<file path="src/rtl/fetch_unit.sv">
// Instruction fetch stage: single-outstanding req/ack fetch into a small prefetch FIFO
// that feeds the decoder, with redirect flush and abandoned-request discard.
module fetch_unit #(
   parameter logic [31:0] RESET_VECTOR = 32'h0000_0000,
   parameter int unsigned FIFO_DEPTH   = 2
) (
   input  logic        i_clk,
   input  logic        i_rst_n,
   output logic [31:0] o_imem_addr,
   output logic        o_imem_req,
   input  logic        i_imem_ack,
   input  logic [31:0] i_imem_data,
   input  logic        i_redirect,
   input  logic [31:0] i_redirect_pc,
   input  logic        i_stall,
   output logic [31:0] o_opcode,
   output logic [31:0] o_pc,
   output logic        o_valid
);

   localparam int unsigned PtrW = $clog2(FIFO_DEPTH);
   localparam int unsigned CntW = PtrW + 1;
   localparam logic [CntW-1:0] DepthC = CntW'(FIFO_DEPTH);
   localparam logic [31:0] Nop = 32'h0000_0013;

   typedef enum logic [1:0] {StIdle, StReq, StDiscard} state_e;

   state_e            state_q, state_d;
   logic [31:0]       fetch_pc_q, fetch_pc_d;
   logic [31:0]       hold_addr_q, hold_addr_d;
   logic [PtrW-1:0]   wr_ptr_q, rd_ptr_q;
   logic [CntW-1:0]   count_q, count_d;
   logic [31:0]       fifo_pc_q   [FIFO_DEPTH];
   logic [31:0]       fifo_data_q [FIFO_DEPTH];
   logic              push, pop, has_data;

   assign has_data = (count_q != '0);
   assign push     = (state_q == StReq) && i_imem_ack && !i_redirect;
   assign pop      = has_data && !i_stall && !i_redirect;

   always_comb begin
      state_d     = state_q;
      fetch_pc_d  = fetch_pc_q;
      hold_addr_d = hold_addr_q;
      count_d     = i_redirect ? '0 : count_q + CntW'(push) - CntW'(pop);

      unique case (state_q)
         StIdle: begin
            if (i_redirect || count_q < DepthC) state_d = StReq;
         end
         StReq: begin
            if (i_redirect) begin
               // An unacked request must still complete; park its address and drop its data.
               if (!i_imem_ack) begin
                  state_d     = StDiscard;
                  hold_addr_d = fetch_pc_q;
               end
            end else if (i_imem_ack) begin
               fetch_pc_d = fetch_pc_q + 32'd4;
               state_d    = (count_d < DepthC) ? StReq : StIdle;
            end
         end
         StDiscard: begin
            if (!i_redirect && i_imem_ack) state_d = (count_d < DepthC) ? StReq : StIdle;
         end
         default: state_d = StIdle;
      endcase

      if (i_redirect) fetch_pc_d = i_redirect_pc & ~32'h3;
   end

   always_ff @(posedge i_clk or negedge i_rst_n) begin
      if (!i_rst_n) begin
         state_q     <= StIdle;
         fetch_pc_q  <= RESET_VECTOR;
         hold_addr_q <= RESET_VECTOR;
         wr_ptr_q    <= '0;
         rd_ptr_q    <= '0;
         count_q     <= '0;
      end else begin
         state_q     <= state_d;
         fetch_pc_q  <= fetch_pc_d;
         hold_addr_q <= hold_addr_d;
         count_q     <= count_d;
         if (i_redirect) begin
            wr_ptr_q <= '0;
            rd_ptr_q <= '0;
         end else begin
            if (push) wr_ptr_q <= wr_ptr_q + PtrW'(1);
            if (pop)  rd_ptr_q <= rd_ptr_q + PtrW'(1);
         end
      end
   end

   always_ff @(posedge i_clk) begin
      if (push) begin
         fifo_pc_q[wr_ptr_q]   <= fetch_pc_q;
         fifo_data_q[wr_ptr_q] <= i_imem_data;
      end
   end

   assign o_imem_req  = (state_q != StIdle);
   assign o_imem_addr = (state_q == StDiscard) ? hold_addr_q : fetch_pc_q;
   assign o_valid     = has_data;
   assign o_opcode    = has_data ? fifo_data_q[rd_ptr_q] : Nop;
   assign o_pc        = has_data ? fifo_pc_q[rd_ptr_q] : 32'h0;

endmodule

</file>
<file path="config.mk">
export PLATFORM = sky130hd
export DESIGN_NAME = fetch_unit
export DESIGN_NICKNAME = d
export VERILOG_FILES = /design/src/rtl/fetch_unit.sv
export SDC_FILE = /design/constraint.sdc
export NUM_CORES = 1
export LEC_CHECK = 0
export BUFFER_PORTS_ARGS = -buffer_cell sky130_fd_sc_hd__buf_2
export CAP_MARGIN = 25
export CORE_MARGIN = 2
export CORE_UTILIZATION = 30
export DETAILED_ROUTE_END_ITERATION = 8
export MAX_ROUTING_LAYER = met4
export PLACE_DENSITY = 0.6
export SLEW_MARGIN = 20
export SYNTH_ARGS = -nofsm -noshare
export SYNTH_HDL_FRONTEND = slang
export SYNTH_SLANG_ARGS = --single-unit
</file>
<file path="constraint.sdc">
create_clock -name i_clk -period 5.4 [get_ports i_clk]
set_input_delay 0.54 -clock i_clk [delete_from_list [all_inputs] [get_ports i_clk]]
set_output_delay 0.54 -clock i_clk [all_outputs]
set_load 0.02 [all_outputs]
</file>
=== After elaboration in Yosys (flattened, before gate mapping) ===
Memories as Yosys holds them, arrays and structs flattened.
Cells that the tools add are included.

* Output and inout bits: 98
* Latch bits: 0
* Bits in registers: 70
* Word-level logic and storage cells: 60
* Input bits: 69
* Bits in writable memories: 128
* ROM bits: 0
* Memories: 2

{| class="wikitable"
|+ Memories
! name !! words !! bits a word !! rd ports !! clocked after Yosys merged registers in !! wr ports !! line !! source
|-
| fifo_data_q || 2 || 32 || 1 || 0 || 1 || 34 || <nowiki>logic [31:0] fifo_data_q [FIFO_DEPTH];</nowiki>
|-
| fifo_pc_q || 2 || 32 || 1 || 0 || 1 || 33 || <nowiki>logic [31:0] fifo_pc_q [FIFO_DEPTH];</nowiki>
|}

* Equal/unequal tests: 6
* Shift operators: 0
* Muxes and demuxes: 20
* $mul: 0
* Reductions and logical operators: 18
* Divide/modulo/power cells: 0
* Magnitude comparators: 2
* Bitwise logic cells: 1
* Add/sub/neg operators: 5

{| class="wikitable"
|+ Operators by type and width
! kind !! count
|-
| 2-to-1 mux 32 bit || 6
|-
| adder 32 x 3 -> 32 bit (second input constant) || 1
|-
| 2-to-1 mux 2 bit || 6
|-
| nonzero test 2 bit || 6
|-
| 2-to-1 mux 1 bit || 7
|-
| inequality test 3 bit (second input constant) || 2
|-
| case mux 2 bit (3 select lines) || 1
|-
| logical AND 1 bit || 5
|-
| less-than comparator 2 bit (second input constant) || 2
|-
| inequality test 2 bit (second input constant) || 2
|-
| AND reduction 4 bit || 1
|-
| AND reduction 3 bit || 1
|-
| adder 1 bit (second input constant) || 2
|-
| adder 2 x 1 -> 2 bit || 1
|-
| equality test 2 x 1 -> 1 bit (second input constant) || 1
|-
| equality test 2 bit (second input constant) || 1
|-
| logical NOT 1 bit || 2
|-
| logical NOT 2 bit || 1
|-
| AND reduction 2 bit || 1
|-
| subtractor 2 x 1 -> 2 bit || 1
|-
| logical OR 1 bit || 1
|-
| NOT 1 bit || 1
|}

=== Longest topological paths before layout ===
* Depth in word-level cells: 11
* Mapped depth: 11
* Gate-level depth less buffers: 9

=== Least setup slack after synthesis ===
OpenSTA, ideal clock, no wires.

* Kind: input port to flip-flop
* Start: in i_redirect
* End: mem fifo_data_q[0][0], enable pin
* Required time: 4.918 ns
* Library setup time: 0.482 ns
* Path buffers: 2
* Arrival time: 3.837 ns
* Setup slack: 1.081 ns
* Stages on the path: 5
* Cells stage by stage: clkbuf_1 -> inv_2 -> buf_1 -> nand2_1 -> nor2_1

* Longest elaborated chain between the ends: 4

{| class="wikitable"
|+ RTL lines
! what !! line !! source
|-
| start: declaration || 13 || <nowiki>input logic i_redirect,</nowiki>
|-
| logical NOT 1 bit || 38 || <nowiki>assign push = (state_q == StReq) && i_imem_ack && !i_redirect;</nowiki>
|-
| logical AND 1 bit || 38 ||
|-
| 2-to-1 mux 1 bit || 96 || <nowiki>if (push) begin</nowiki>
|-
| 2-to-1 mux 1 bit (implied by the code) || 98 || <nowiki>fifo_data_q[wr_ptr_q] <= i_imem_data;</nowiki>
|-
| end: declaration || 34 ||
|}

No other way between the ends.

=== Final worst setup path ===
* Start: reg rd_ptr_q
* End: out o_opcode[7]

* Longest elaborated chain between the ends: 2

{| class="wikitable"
|+ RTL lines
! what !! line !! source
|-
| start: declaration || 31 || <nowiki>logic [PtrW-1:0] wr_ptr_q, rd_ptr_q;</nowiki>
|-
| start signal: assignment || 90 || <nowiki>if (pop) rd_ptr_q <= rd_ptr_q + PtrW'(1);</nowiki>
|-
| memory (2 x 32 bit) || n/a ||
|-
| 2-to-1 mux 32 bit || 105 || <nowiki>assign o_opcode = has_data ? fifo_data_q[rd_ptr_q] : Nop;</nowiki>
|-
| end: declaration || 16 || <nowiki>output logic [31:0] o_opcode,</nowiki>
|}

No other way between the ends.

==> impl_metrics.yaml <==
global_route:
  grt_pass1_vias: 5110
  grt_pass1_wl_um: 30100
  grt_max_degree: 67
  track_usage_pct: 14.3
  antenna_found_initial: 0
  grt_overflow: 0
yosys:
  synth_cell_types: 47
  synthesis.instances: 613
  ys_seq_area_share_pct: 65.1
  synth_edf_count: 124
  dominantRegCellSynth: "edfxtp_1"
  syn_area_per_cell_um2: 13.5
  synth_seq_cells: 190
  synthArstFlopShare_pct: 34.7
  syn_area_mm2: 0.00826
  yosysWarnings: 0
floorplanning:
  ioPinCount: 167
  start_util_pct: 30.6
  coreArea_mm2: 0.0270
  std_cell_rows: 60
  die_y_um: 170
  die-area_mm2: 0.0289
  die_w_um: 170
worst_setup_path:
  cp_max_fo: 36
  end_kind: "primary output"
  cp.required_ps: 4860
  critPathArrivalTime_ps: 2380
  r2r_slack_ps: 2650
  critPathLaunchType: "register"
  criticalPathCategory: "register to primary output"
  rr_worst_depth: 4
  worstReg2RegStart: "state_q[0]"
  crit_path_start: "rd_ptr_q"
  rr_endpoint: "fifo_data_q[0][29]"
finish:
  final_nets: 835
  layout_commonest_cell: "buf_2"
  antenna_cells: 0
  final_area_mm2: 0.0101
  fillers: 2646
  area_delta_synth_final_pct: 21.8
  drive_above_1_share_pct: 34.0
  fin_cells: 1117
  final_cell_mix: "buf_2 (159), edfxtp_1 (124), nor2_1 (78), dfrtp_1 (65), mux2i_1 (63)"
place:
  dpl-instance-area_mm2: 0.00941
  portBuffers: 160
  dp.cells: 1084
  dp_slack_ps: 2080
  routabilityCongestion: 0.762
  dpl.hpwl_um: 12800
timing:
  worst_pin_slew_ps: 972
  fin_worst_hold_slack_ps: 17.6
  setup_slack_ps: 2480
  fmax_ghz: 0.343
  period_share_pct: 54.1
  fin_skew_ps: 19.9
  hold_viol: 0
  min_period_ps: 2920
  finalSetupViolations: 0
  relSlewSlack_pct: 35.2
  grt_setup_unrepaired: "no"
  setup_tns_ps: 0
  slew_viol_final: 0
min_path:
  hold_path.class: "input port to asynchronous set/reset pin"
clock_network:
  ctsHtreeMaxLevel: 4
  cts_root_buf: "clkbuf_16"
  clk_latency_ps: 440
  cts_tree: "built"
  numCtsBuffers: 17
  cts_buffer_depth: 2
  path_clk_slew_ps: 70
  cts.sinks: 190
  cts.repair.resized: 0
  ctsHoldBuffers: 0
  cts_setup_buffers: 0
pwr:
  p_leak_nw: 3.79
  pwr_density_cell_mw_per_mm2: 448
  ir_worst_vdd_mv: 0.176
route:
  num_vias: 5367
  drc: 0
  routed_wl_um: 19900
  via_per_inst: 4.80
  antenna_left: 0
  first_pass_iters: 5
  wl_per_cell_um: 17.8
  drtIter0Drc: 310
flow_run:
  max_cap_violations: 0
status:
  status: "finished, final reports clean"
[state kept, by name, indices dropped and copies added (netlist names)]
| signal | count |
|---|---|
| count_q | 2 |
| fetch_pc_q | 30 |
| fifo_data_q | 64 |
| fifo_pc_q | 60 |
| hold_addr_q | 30 |
| rd_ptr_q | 1 |
| state_q | 2 |
| wr_ptr_q | 1 |
[cells by family (layout without fill, tap and decap cells)]
family	Yosys count	in the layout	share of synthesized area, %
adder cells (fa/ha/maj)	3	3	0.455
other	1	4	0.0454
flip-flops	190	190	65.1
AO/OA/AOI/OAI	59	59	4.42
buffers and inverters	45	205	2.38
multiplexers	120	120	15.4
AND/OR/NAND/NOR	182	182	10.8
XOR/XNOR	13	13	1.38
[cell usage after synthesis, types with 2 or more instances]
| master | count | area (um2) |
|---|---|---|
| and4_1 | 3 | 26.3 |
| ha_1 | 3 | 37.5 |
| buf_2 | 4 | 20.0 |
| nand4_1 | 8 | 50.1 |
| a31oi_1 | 16 | 100 |
| nor3_1 | 2 | 10.0 |
| buf_4 | 4 | 30.0 |
| nor2_1 | 80 | 300 |
| o31ai_1 | 9 | 67.6 |
| dfrtp_1 | 66 | 1650 |
| o21ai_0 | 25 | 125 |
| and2_1 | 5 | 31.3 |
| or4_1 | 14 | 105 |
| nand2_1 | 31 | 116 |
| xor2_1 | 5 | 43.8 |
| inv_1 | 6 | 22.5 |
| mux2_2 | 57 | 642 |
| or3_1 | 7 | 43.8 |
| nor4_1 | 2 | 12.5 |
| clkbuf_1 | 26 | 97.6 |
| edfxtp_1 | 124 | 3720 |
| xnor2_1 | 8 | 70.1 |
| nor2b_1 | 4 | 25.0 |
| mux2i_1 | 63 | 631 |
| o211ai_1 | 2 | 15.0 |
| buf_1 | 3 | 11.3 |
| o41ai_1 | 2 | 17.5 |
| nand3_1 | 12 | 60.1 |
| and3_1 | 4 | 25.0 |
[where the power goes]
part	switching [mW]	internal, mW	total (mW)
sequential	0.167	1.81	1.98
combinational	0.731	0.477	1.21
clock	0.612	0.710	1.32
[worst max path at each step]
| stage | slack (ps) | to | cells past startpoint |
|---|---|---|---|
| global placement | 2110 | fifo_data_q[0][27] | 5 |
| global route | 2290 | o_opcode[6] | 4 |
| floorplan | 1080 | fifo_data_q[0][0] | 5 |
| CTS | 2350 | o_opcode[7] | 4 |
| detailed placement | 2080 | fifo_data_q[0][27] | 5 |
| finish | 2480 | o_opcode[7] | 4 |
[critical path, cell delays in order, from the launching register on]
cell and delay [ps]:
dfrtp_4 780, buf_4 630, mux2i_1 290, nor2_1 50, buf_2 170
[metrics by stage]
step,utilization [%],power (mW)
after floorplan,-,2.81
after global placement,34.8,3.22
after detailed placement,34.8,3.25
after CTS,37.1,4.58
after global routing,37.2,4.76
final,37.2,4.51
[metal layers]
layer	vias up	GRT usage, %	routed length [um]
met5	-	-	0
met4	0	3.49	167
met3	9	2.91	1050
met2	165	22.9	9480
met1	2625	18.8	9180
li1	2568	-	-
[layout make-up]
| cell class | instances | area (um2) | share of cell area [%] |
|---|---|---|---|
| clock buffers | 17 | 425 | 4.23 |
| clock inverters | 15 | 199 | 1.98 |
| inverters | 7 | 26.3 | 0.261 |
| multi-input cells | 381 | 2730 | 27.1 |
| flip-flops and latches | 190 | 5380 | 53.5 |
| well taps | 341 | 427 | 4.24 |
| repair buffers | 166 | 881 | 8.75 |
No activity file was read; power rests on OpenSTA's default activity.
